### src/rtl/universal_shift_reg_p_if.sv
// Command/data bundle for universal_shift_reg_p: master is the issuing
// controller, slave is the shift register.
interface universal_shift_reg_p_if #(
   parameter int WIDTH = 8
);
   localparam int AMT_W = $clog2(WIDTH) + 1;

   logic             cmd_valid;
   logic             cmd_ready;
   logic [2:0]       mode;
   logic [AMT_W-1:0] amount;
   logic [WIDTH-1:0] inp;
   logic             serial_in;
   logic [WIDTH-1:0] out;
   logic             serial_out_l;
   logic             serial_out_r;
   logic             busy;
   logic             done;

   modport master (
      output cmd_valid, mode, amount, inp, serial_in,
      input  cmd_ready, out, serial_out_l, serial_out_r, busy, done
   );

   modport slave (
      input  cmd_valid, mode, amount, inp, serial_in,
      output cmd_ready, out, serial_out_l, serial_out_r, busy, done
   );
endinterface

### src/rtl/universal_shift_reg_p.sv
// Multi-mode universal shift register executing one shift step per clock
// under a valid/ready command handshake, with a done pulse on completion.
//
// state | meaning
// IDLE  | ready for a command; immediate commands complete here
// SHIFT | multi-step shift running, one step per edge, cnt_q steps left
module universal_shift_reg_p #(
   parameter int WIDTH = 8
) (
   input  logic                    clk,
   input  logic                    reset,
   universal_shift_reg_p_if.slave  bus
);
   localparam int AMT_W = $clog2(WIDTH) + 1;

   localparam logic [2:0] MODE_NOP  = 3'b000;
   localparam logic [2:0] MODE_SHL  = 3'b001;
   localparam logic [2:0] MODE_SHR  = 3'b010;
   localparam logic [2:0] MODE_LOAD = 3'b011;
   localparam logic [2:0] MODE_ROL  = 3'b100;
   localparam logic [2:0] MODE_ROR  = 3'b101;
   localparam logic [2:0] MODE_ASR  = 3'b110;
   localparam logic [2:0] MODE_CLR  = 3'b111;

   typedef enum logic {IDLE, SHIFT} state_t;

   state_t           state_q, state_d;
   logic [AMT_W-1:0] cnt_q, cnt_d;
   logic [WIDTH-1:0] out_q, out_d;
   logic [2:0]       mode_q, mode_d;
   logic             done_q, done_d;
   logic             accept;

   function automatic logic is_shift_mode(input logic [2:0] m);
      case (m)
         MODE_NOP, MODE_LOAD, MODE_CLR: is_shift_mode = 1'b0;
         default:                       is_shift_mode = 1'b1;
      endcase
   endfunction

   function automatic logic [WIDTH-1:0] shift_step(input logic [WIDTH-1:0] v,
                                                   input logic [2:0]       m,
                                                   input logic             sin);
      case (m)
         MODE_SHL: shift_step = {v[WIDTH-2:0], sin};
         MODE_SHR: shift_step = {sin, v[WIDTH-1:1]};
         MODE_ROL: shift_step = {v[WIDTH-2:0], v[WIDTH-1]};
         MODE_ROR: shift_step = {v[0], v[WIDTH-1:1]};
         MODE_ASR: shift_step = {v[WIDTH-1], v[WIDTH-1:1]};
         default:  shift_step = v;
      endcase
   endfunction

   assign accept = bus.cmd_valid && (state_q == IDLE);

   always_comb begin
      state_d = state_q;
      cnt_d   = cnt_q;
      out_d   = out_q;
      mode_d  = mode_q;
      done_d  = 1'b0;
      case (state_q)
         IDLE: begin
            if (accept) begin
               if (is_shift_mode(bus.mode) && (bus.amount != '0)) begin
                  state_d = SHIFT;
                  mode_d  = bus.mode;
                  // Longer requests are clamped: more than WIDTH steps adds nothing useful.
                  cnt_d   = (bus.amount > AMT_W'(WIDTH)) ? AMT_W'(WIDTH) : bus.amount;
               end else begin
                  done_d = 1'b1;
                  case (bus.mode)
                     MODE_LOAD: out_d = bus.inp;
                     MODE_CLR:  out_d = '0;
                     default:   out_d = out_q;
                  endcase
               end
            end
         end
         SHIFT: begin
            out_d = shift_step(out_q, mode_q, bus.serial_in);
            cnt_d = cnt_q - AMT_W'(1);
            if (cnt_q == AMT_W'(1)) begin
               state_d = IDLE;
               done_d  = 1'b1;
            end
         end
         default: state_d = IDLE;
      endcase
   end

   always_ff @(posedge clk or negedge reset) begin
      if (!reset) begin
         state_q <= IDLE;
         cnt_q   <= '0;
         out_q   <= '0;
         mode_q  <= MODE_NOP;
         done_q  <= 1'b0;
      end else begin
         state_q <= state_d;
         cnt_q   <= cnt_d;
         out_q   <= out_d;
         mode_q  <= mode_d;
         done_q  <= done_d;
      end
   end

   assign bus.out          = out_q;
   assign bus.serial_out_l = out_q[WIDTH-1];
   assign bus.serial_out_r = out_q[0];
   assign bus.busy         = (state_q == SHIFT);
   assign bus.cmd_ready    = (state_q == IDLE);
   assign bus.done         = done_q;
endmodule

### src/flat_wrapper.sv
// flat-port wrapper written by rule: the top's interface ports become plain ports
module universal_shift_reg_p_flat 
#(
   parameter int WIDTH = 8
)
  (clk, reset, bus_cmd_valid, bus_mode, bus_amount, bus_inp, bus_serial_in, bus_cmd_ready, bus_out, bus_serial_out_l, bus_serial_out_r, bus_busy, bus_done);
  universal_shift_reg_p_if #(.WIDTH(WIDTH)) bus_i ();
  input  logic clk;
  input  logic reset;
  input wire logic [$bits(bus_i.cmd_valid)-1:0] bus_cmd_valid;
  input wire logic [$bits(bus_i.mode)-1:0] bus_mode;
  input wire logic [$bits(bus_i.amount)-1:0] bus_amount;
  input wire logic [$bits(bus_i.inp)-1:0] bus_inp;
  input wire logic [$bits(bus_i.serial_in)-1:0] bus_serial_in;
  output wire logic [$bits(bus_i.cmd_ready)-1:0] bus_cmd_ready;
  output wire logic [$bits(bus_i.out)-1:0] bus_out;
  output wire logic [$bits(bus_i.serial_out_l)-1:0] bus_serial_out_l;
  output wire logic [$bits(bus_i.serial_out_r)-1:0] bus_serial_out_r;
  output wire logic [$bits(bus_i.busy)-1:0] bus_busy;
  output wire logic [$bits(bus_i.done)-1:0] bus_done;
  assign bus_i.cmd_valid = bus_cmd_valid;
  assign bus_i.mode = bus_mode;
  assign bus_i.amount = bus_amount;
  assign bus_i.inp = bus_inp;
  assign bus_i.serial_in = bus_serial_in;
  assign bus_cmd_ready = bus_i.cmd_ready;
  assign bus_out = bus_i.out;
  assign bus_serial_out_l = bus_i.serial_out_l;
  assign bus_serial_out_r = bus_i.serial_out_r;
  assign bus_busy = bus_i.busy;
  assign bus_done = bus_i.done;
  universal_shift_reg_p #(.WIDTH(WIDTH)) u_core (.clk(clk), .reset(reset), .bus(bus_i));
endmodule
### config.mk
export PLATFORM = sky130hd
export DESIGN_NAME = universal_shift_reg_p_flat
export DESIGN_NICKNAME = d
export VERILOG_FILES = /design/src/rtl/universal_shift_reg_p_if.sv /design/src/rtl/universal_shift_reg_p.sv /design/src/flat_wrapper.sv
export SDC_FILE = /design/constraint.sdc
export NUM_CORES = 1
export LEC_CHECK = 0
export BUFFER_PORTS_ARGS = -buffer_cell sky130_fd_sc_hd__buf_4
export CAP_MARGIN = 20
export CORE_ASPECT_RATIO = 1.5
export CORE_MARGIN = 5
export CORE_UTILIZATION = 47
export CTS_CLUSTER_DIAMETER = 150
export DETAILED_ROUTE_END_ITERATION = 8
export GPL_TIMING_DRIVEN = 0
export PLACE_DENSITY = 0.75
export SETUP_SLACK_MARGIN = 0.02
export SYNTH_ARGS = -nofsm -noshare
export SYNTH_HDL_FRONTEND = slang
export SYNTH_SLANG_ARGS = --single-unit
### constraint.sdc
create_clock -name clk -period 1.4 [get_ports clk]
set_input_delay 0.42 -clock clk [delete_from_list [all_inputs] [get_ports clk]]
set_output_delay 0.42 -clock clk [all_outputs]
set_load 0.01 [all_outputs]
# == Yosys cells after proc, flatten, opt, wreduce, memory -nomap -nowiden ==
# Index checks and enable logic that the tools add are counted.
# totals
register_bits,17
latch_bits,0
ramBits,0
mem_bits_ro,0
out_inout_bits,13
elab_cells,53
mem_count,0
# classes
n_addsub,1
multipliers,0
n_div,0
magnitude_cmp,1
eq_ne,15
shifts,0
n_mux,20
n_bitwise,1
reduce_logical,9
# ops
cell,count
one-hot mux 8 bit (5 select lines),1
one-hot mux 8 bit (2 select lines),2
two-way mux 8 bit,2
== test 3 bit (second input constant),4
two-way mux 4 bit,3
two-way mux 1 bit,9
one-hot mux 4 bit (2 select lines),1
== test 3 x 2 -> 1 bit (second input constant),2
inequality test 6 bit (second input constant),1
inequality test 5 bit (second input constant),1
AND reduction 5 bit,1
== test 4 x 1 -> 1 bit (second input constant),1
> comparator 4 bit (second input constant),1
inequality test 2 x 1 -> 1 bit (second input constant),2
inequality test 2 bit (second input constant),2
one-hot mux 1 bit (2 select lines),2
AND reduction 4 bit,1
nonzero test 4 bit,1
subtractor 4 x 1 -> 4 bit (second input constant),1
== test 3 x 1 -> 1 bit (second input constant),1
zero test 3 bit,1
inequality test 3 x 1 -> 1 bit (second input constant),1
AND reduction 3 bit,1
OR reduction 3 bit,1
3 further kinds,4

# == Longest topological paths before layout ==
# depth
ltp_word,9
ltp_mapped,6
ltp_nobuf,5

# == Least setup slack after synthesis ==
# Ideal clock, no wire load.
# synth_timing
path_type,register -> register
startpoint,register u_core.mode_q[0]
endpoint,register u_core.out_q[1] (netlist: u_core.bus.out[1])
t_arrival_ps,1364
slack_ps,-90
stages_incl_launch_ff,6
n_path_buf,1
path_cell_list,dfrtp_1 > buf_6 > or3_4 > a31oi_4 > nor2_1 > a221o_1
# synth_between
elab_chain_cells,3
elab_cells_between_ends,9
classes_between,6 x eq/ne; 2 x mux; 1 x reduce/logical
# synth_lines
element,line_no,text
"start, declared",universal_shift_reg_p.sv:30,"logic [2:0] mode_q, mode_d;"
"start signal, assigned",universal_shift_reg_p.sv:103,mode_q <= mode_d;
== test 3 bit (tied with other cells),universal_shift_reg_p.sv:44,case (m)
one-hot mux 8 bit (5 select lines) / inequality test 6 bit (equally long branches),-,
one-hot mux 8 bit (2 select lines) / AND reduction 4 bit (equally long branches),-,
"end signal, assigned",universal_shift_reg_p.sv:102,out_q <= out_d;
"end, declared",universal_shift_reg_p.sv:29,"logic [WIDTH-1:0] out_q, out_d;"
# Several ways; a longest one is shown, not always the timed one.
# A chain may end at the register's enable or synchronous reset.

# == Final worst setup path ==
# layout_timing
startpoint,register u_core.mode_q[0]
endpoint,register u_core.out_q[6] (netlist: u_core.bus.out[6])
# Same word-level chain as after synthesis.

==> results.txt <==
- The flow ran to the end, but the final reports show violations.
- The final reports fail on setup timing.
- Worst-case register-to-register setup slack: -0.16 ns
- Leakage power total: 0.784 nW
- Hold Path Stages: 2
- The final count of pins violating max slew came to 0.
* Endpoints failing hold: 0
- Largest voltage drop on the vdd net: 1.43 mV
- The layout has 199 filler cells.
- Most frequent cells in the layout: sky130_fd_sc_hd__buf_4, sky130_fd_sc_hd__nand2_1, sky130_fd_sc_hd__a21oi_1, sky130_fd_sc_hd__dfrtp_1
- In this run the number of H-tree levels came out at 1.
- Post-route antenna net violation count: 0
- Number of warning messages in the yosys log: 0
- Setup repair after global routing missed its margin: true
* Count of boundary I/O pins: 32
* Fraction of the cycle the final worst path needs: 112%
- The repair_antennas step left the layout with diodes totalling 0.
- Series of cell instances along the critical path: buf_6 > or3_4 > a31oi_4 > nor2_1 > a221o_1
- The routed layout has 1,263 vias.
- Type of the tightest min-delay check: in -> reg
* Worst-Skew Late Latency: 0.30 ns
- The number of clock buffers added by TritonCTS is 3.
* Register clock-pin slew on the reported worst setup and hold paths: 0.12 ns
* Per-instance average area after synthesis: 9.15 um^2
- Netlist cell types: 43
* CTS tree: built
* Area overhead of the layout relative to synthesis: 42.7%
- Placer's final routability congestion estimate: 0.878
- Setup violations remaining at the end of the flow were counted as 8.
- Data on the critical path is required at its endpoint by 1.60 ns.
* Port bufs: 31
- Among all flip-flop cells after synthesis, the most frequent one is sky130_fd_sc_hd__dfrtp_1.
- Data arrival time at the worst-slack endpoint: 1.76 ns
- Post-synthesis instance area: 1200 um^2
- Origin of the worst setup path: u_core.mode_q[0]$_DFFE_PN0P_
- Reg-to-reg critical path startpoint: u_core.mode_q[0]$_DFFE_PN0P_
- Die footprint: 3680 um^2
* Synthesized netlist cell count: 131
* Die span in y: 71.9 um
* Number of nets in the synthesized netlist: 152
- Once routing completed, OpenROAD measured the worst setup slack at -0.164 ns.
* Total area of sequential cells: 435 um^2
- Dividing the detail-routed wire length by the instance count gives 17.3 um.
- Final TNS setup: -0.895 ns
* Async set-or-reset flop fraction in the synthesized netlist: 100%
- Clock skew after layout: 0.00542 ns
* Initial Util: 48.9%
- Type of element capturing the critical path: flop
- After detailed routing, the total wire length is 3560 um.
* EDFF count, synth: 0
- Count of cells along the worst register-to-register path: 5
- For this run, the register share of the synthesized area comes to 35.5%.
* TritonRoute pass-1 iters: 4
- Overall routing resource usage: 19.7%
- Slew HR: 68.2%
* Max Freq: 639 MHz
- For this run, design rule violations remaining after detail routing come to 0.
* Core ar.: 2450 um^2
- The endpoint identified for the worst register-to-register timing path is u_core.bus.out[6]$_DFFE_PN0P_.
- Post-synthesis register bit count: 17
- Maximum number of pins on one net before global-route repair: 18
* Die width: 51.2 um
* Hold wc startpoint: bus_amount[2]
* Critical path launch point type: flop
- The library cell used most frequently in the layout, excluding fill and tap cells, is sky130_fd_sc_hd__buf_4.
- Iteration-0 DRC Markers: 37
* Critical Path Slowest Stage Cell: sky130_fd_sc_hd__dfrtp_1
- The critical path in this run is classified as reg -> reg.
* Number of nets at the end of the flow: 204
- Global-route wire length before repair: 5580 um
* Worst hold path endpoint: u_core.cnt_q[2]$_DFFE_PN0P_
- The multi-input combinational cells in the finished layout cover a total of 756 um^2.
* Number of global-route vias before repair: 1,228
- Cells with a size suffix above 1 make up 48.9% of the layout.
* Slew of the pin with the lowest slew margin: 0.473 ns
* Post-DR vias/cell: 6.13
- Number of antenna violations at the first check in global routing: 0
- CTS saw 17 sinks.
- After layout, the minimum clock period comes to 1.56 ns.
- PwrDens: 2490 nW/um^2
- Along the worst path, the maximum fanout reaches 6.
- Max incr delay on CP: 0.39 ns
* Worst-case clock buffer depth: 2
* Detail Placement HPWL: 2470 um
- End-of-flow core utilization: 69.8%
- # rows: 22
- The cell sitting at the root of the clock tree is a sky130_fd_sc_hd__clkbuf_4.
* Remaining global-route overflow: 0
* Max-capacitance violation count: 0
[cell type report]
cell class	instances	share of cell area (%)
Sequential cell	17	25.5
Clock buffer	3	1.32
Timing Repair Buffer	50	22.5
Buffer	7	3.07
Clock inverter	1	0.293
Multi-Input combinational cell	99	44.2
Tap cell	24	1.76
Inverter	5	1.39
[worst max-delay path, delay by kind of cell, from the launching register on]
kind | cells | cell delay, ns
DFF | 1 | 0.39
AOI/OAI and AO/OA | 2 | 0.53
buffers and inverters | 1 | 0.13
and+or+nand+nor | 2 | 0.43
[report_power, final]
part           switching [mW]  leakage, nW  internal [mW]
Combinational            1.44        0.570           1.51
Sequential              0.255        0.196          0.768
Clock                   0.179       0.0177          0.107
[worst max-delay path by stage]
stage                                     to  slack (ns)  cells past startpoint
2_1_floorplan  u_core.bus.out[1]$_DFFE_PN0P_       -0.06                      5
3_3_place_gp     u_core.cnt_q[1]$_DFFE_PN0P_       -0.25                      5
3_5_place_dp     u_core.cnt_q[1]$_DFFE_PN0P_       -0.31                      5
4_1_cts        u_core.bus.out[1]$_DFFE_PN0P_       -0.14                      5
5_1_grt        u_core.bus.out[1]$_DFFE_PN0P_       -0.19                      5
6_report       u_core.bus.out[6]$_DFFE_PN0P_       -0.16                      5
[Yosys cell counts, types with 2 or more instances]
library cell | instances | area [um^2]
sky130_fd_sc_hd__xnor2_1 | 2 | 17.5
sky130_fd_sc_hd__nor3_1 | 3 | 15.0
sky130_fd_sc_hd__buf_2 | 4 | 20.0
sky130_fd_sc_hd__a221oi_1 | 2 | 17.5
sky130_fd_sc_hd__a21oi_1 | 10 | 50.1
sky130_fd_sc_hd__or3_4 | 2 | 22.5
sky130_fd_sc_hd__dfrtp_1 | 17 | 425
sky130_fd_sc_hd__mux2_2 | 3 | 33.8
sky130_fd_sc_hd__nor4bb_1 | 2 | 20.0
sky130_fd_sc_hd__and3_1 | 3 | 18.8
sky130_fd_sc_hd__nor2b_1 | 3 | 18.8
sky130_fd_sc_hd__o21ai_0 | 7 | 35.0
sky130_fd_sc_hd__mux2i_1 | 6 | 60.1
sky130_fd_sc_hd__nand3_1 | 4 | 20.0
sky130_fd_sc_hd__inv_1 | 4 | 15.0
sky130_fd_sc_hd__buf_6 | 2 | 22.5
sky130_fd_sc_hd__a221o_1 | 5 | 50.1
sky130_fd_sc_hd__clkbuf_1 | 2 | 7.51
sky130_fd_sc_hd__ha_1 | 2 | 25.0
sky130_fd_sc_hd__nor2_1 | 8 | 30.0
sky130_fd_sc_hd__o221ai_1 | 2 | 17.5
sky130_fd_sc_hd__a31oi_1 | 2 | 12.5
sky130_fd_sc_hd__buf_4 | 2 | 15.0
sky130_fd_sc_hd__nand4_1 | 2 | 12.5
sky130_fd_sc_hd__a211oi_1 | 2 | 15.0
sky130_fd_sc_hd__nand2_1 | 13 | 48.8
[timing repair]
action                                  4_1_cts  5_1_grt
endpoints found under the setup margin       17       18
gates cloned                                  1        0
pin swaps                                     4        5
hold buffers                                  1        0
endpoints found under the hold margin        17        0
setup buffers                                 8        9
gates resized for setup                       9       16
[kinds of logic (layout without fill, tap and decap cells)]
| kind of cell | Yosys count | count (layout) | synth area share (%) |
|---|---|---|---|
| buf+inv | 15 | 66 | 6.99 |
| flops | 17 | 17 | 35.5 |
| mux | 9 | 9 | 7.83 |
| simple gates | 46 | 46 | 21.1 |
| fa+ha+maj | 2 | 2 | 2.09 |
| compound gates | 40 | 40 | 25.1 |
| xor+xnor | 2 | 2 | 1.46 |
[registers in the layout, summed over array words and instances (netlist names)]
name / cells
u_core.mode_q: 3
u_core.bus.busy: 1
u_core.bus.out: 8
u_core.cnt_q: 4
u_core.bus.done: 1
[per-layer routing]
layer	up-vias	GRT usage [%]	routed length, um
met5	-	0	0
met1	600	22.9	1370
li1	600	-	-
met3	10	4.99	235
met2	53	32.7	1880
met4	0	10.5	73
[stage by stage]
step	instance area, um^2	instances	setup WS [ns]	hold WS (ns)	total power, mW
after detailed placement	1500	186	-0.313	0.303	3.46
after CTS	1620	198	-0.142	0.341	3.96
final	1710	206	-0.164	0.341	4.26
after global routing	1710	206	-0.191	0.340	4.54
after global placement	1500	186	-0.252	0.302	3.38
after floorplan	1240	131	-0.0618	0.124	2.70
Note: power is estimated with default switching activity, not from simulation.
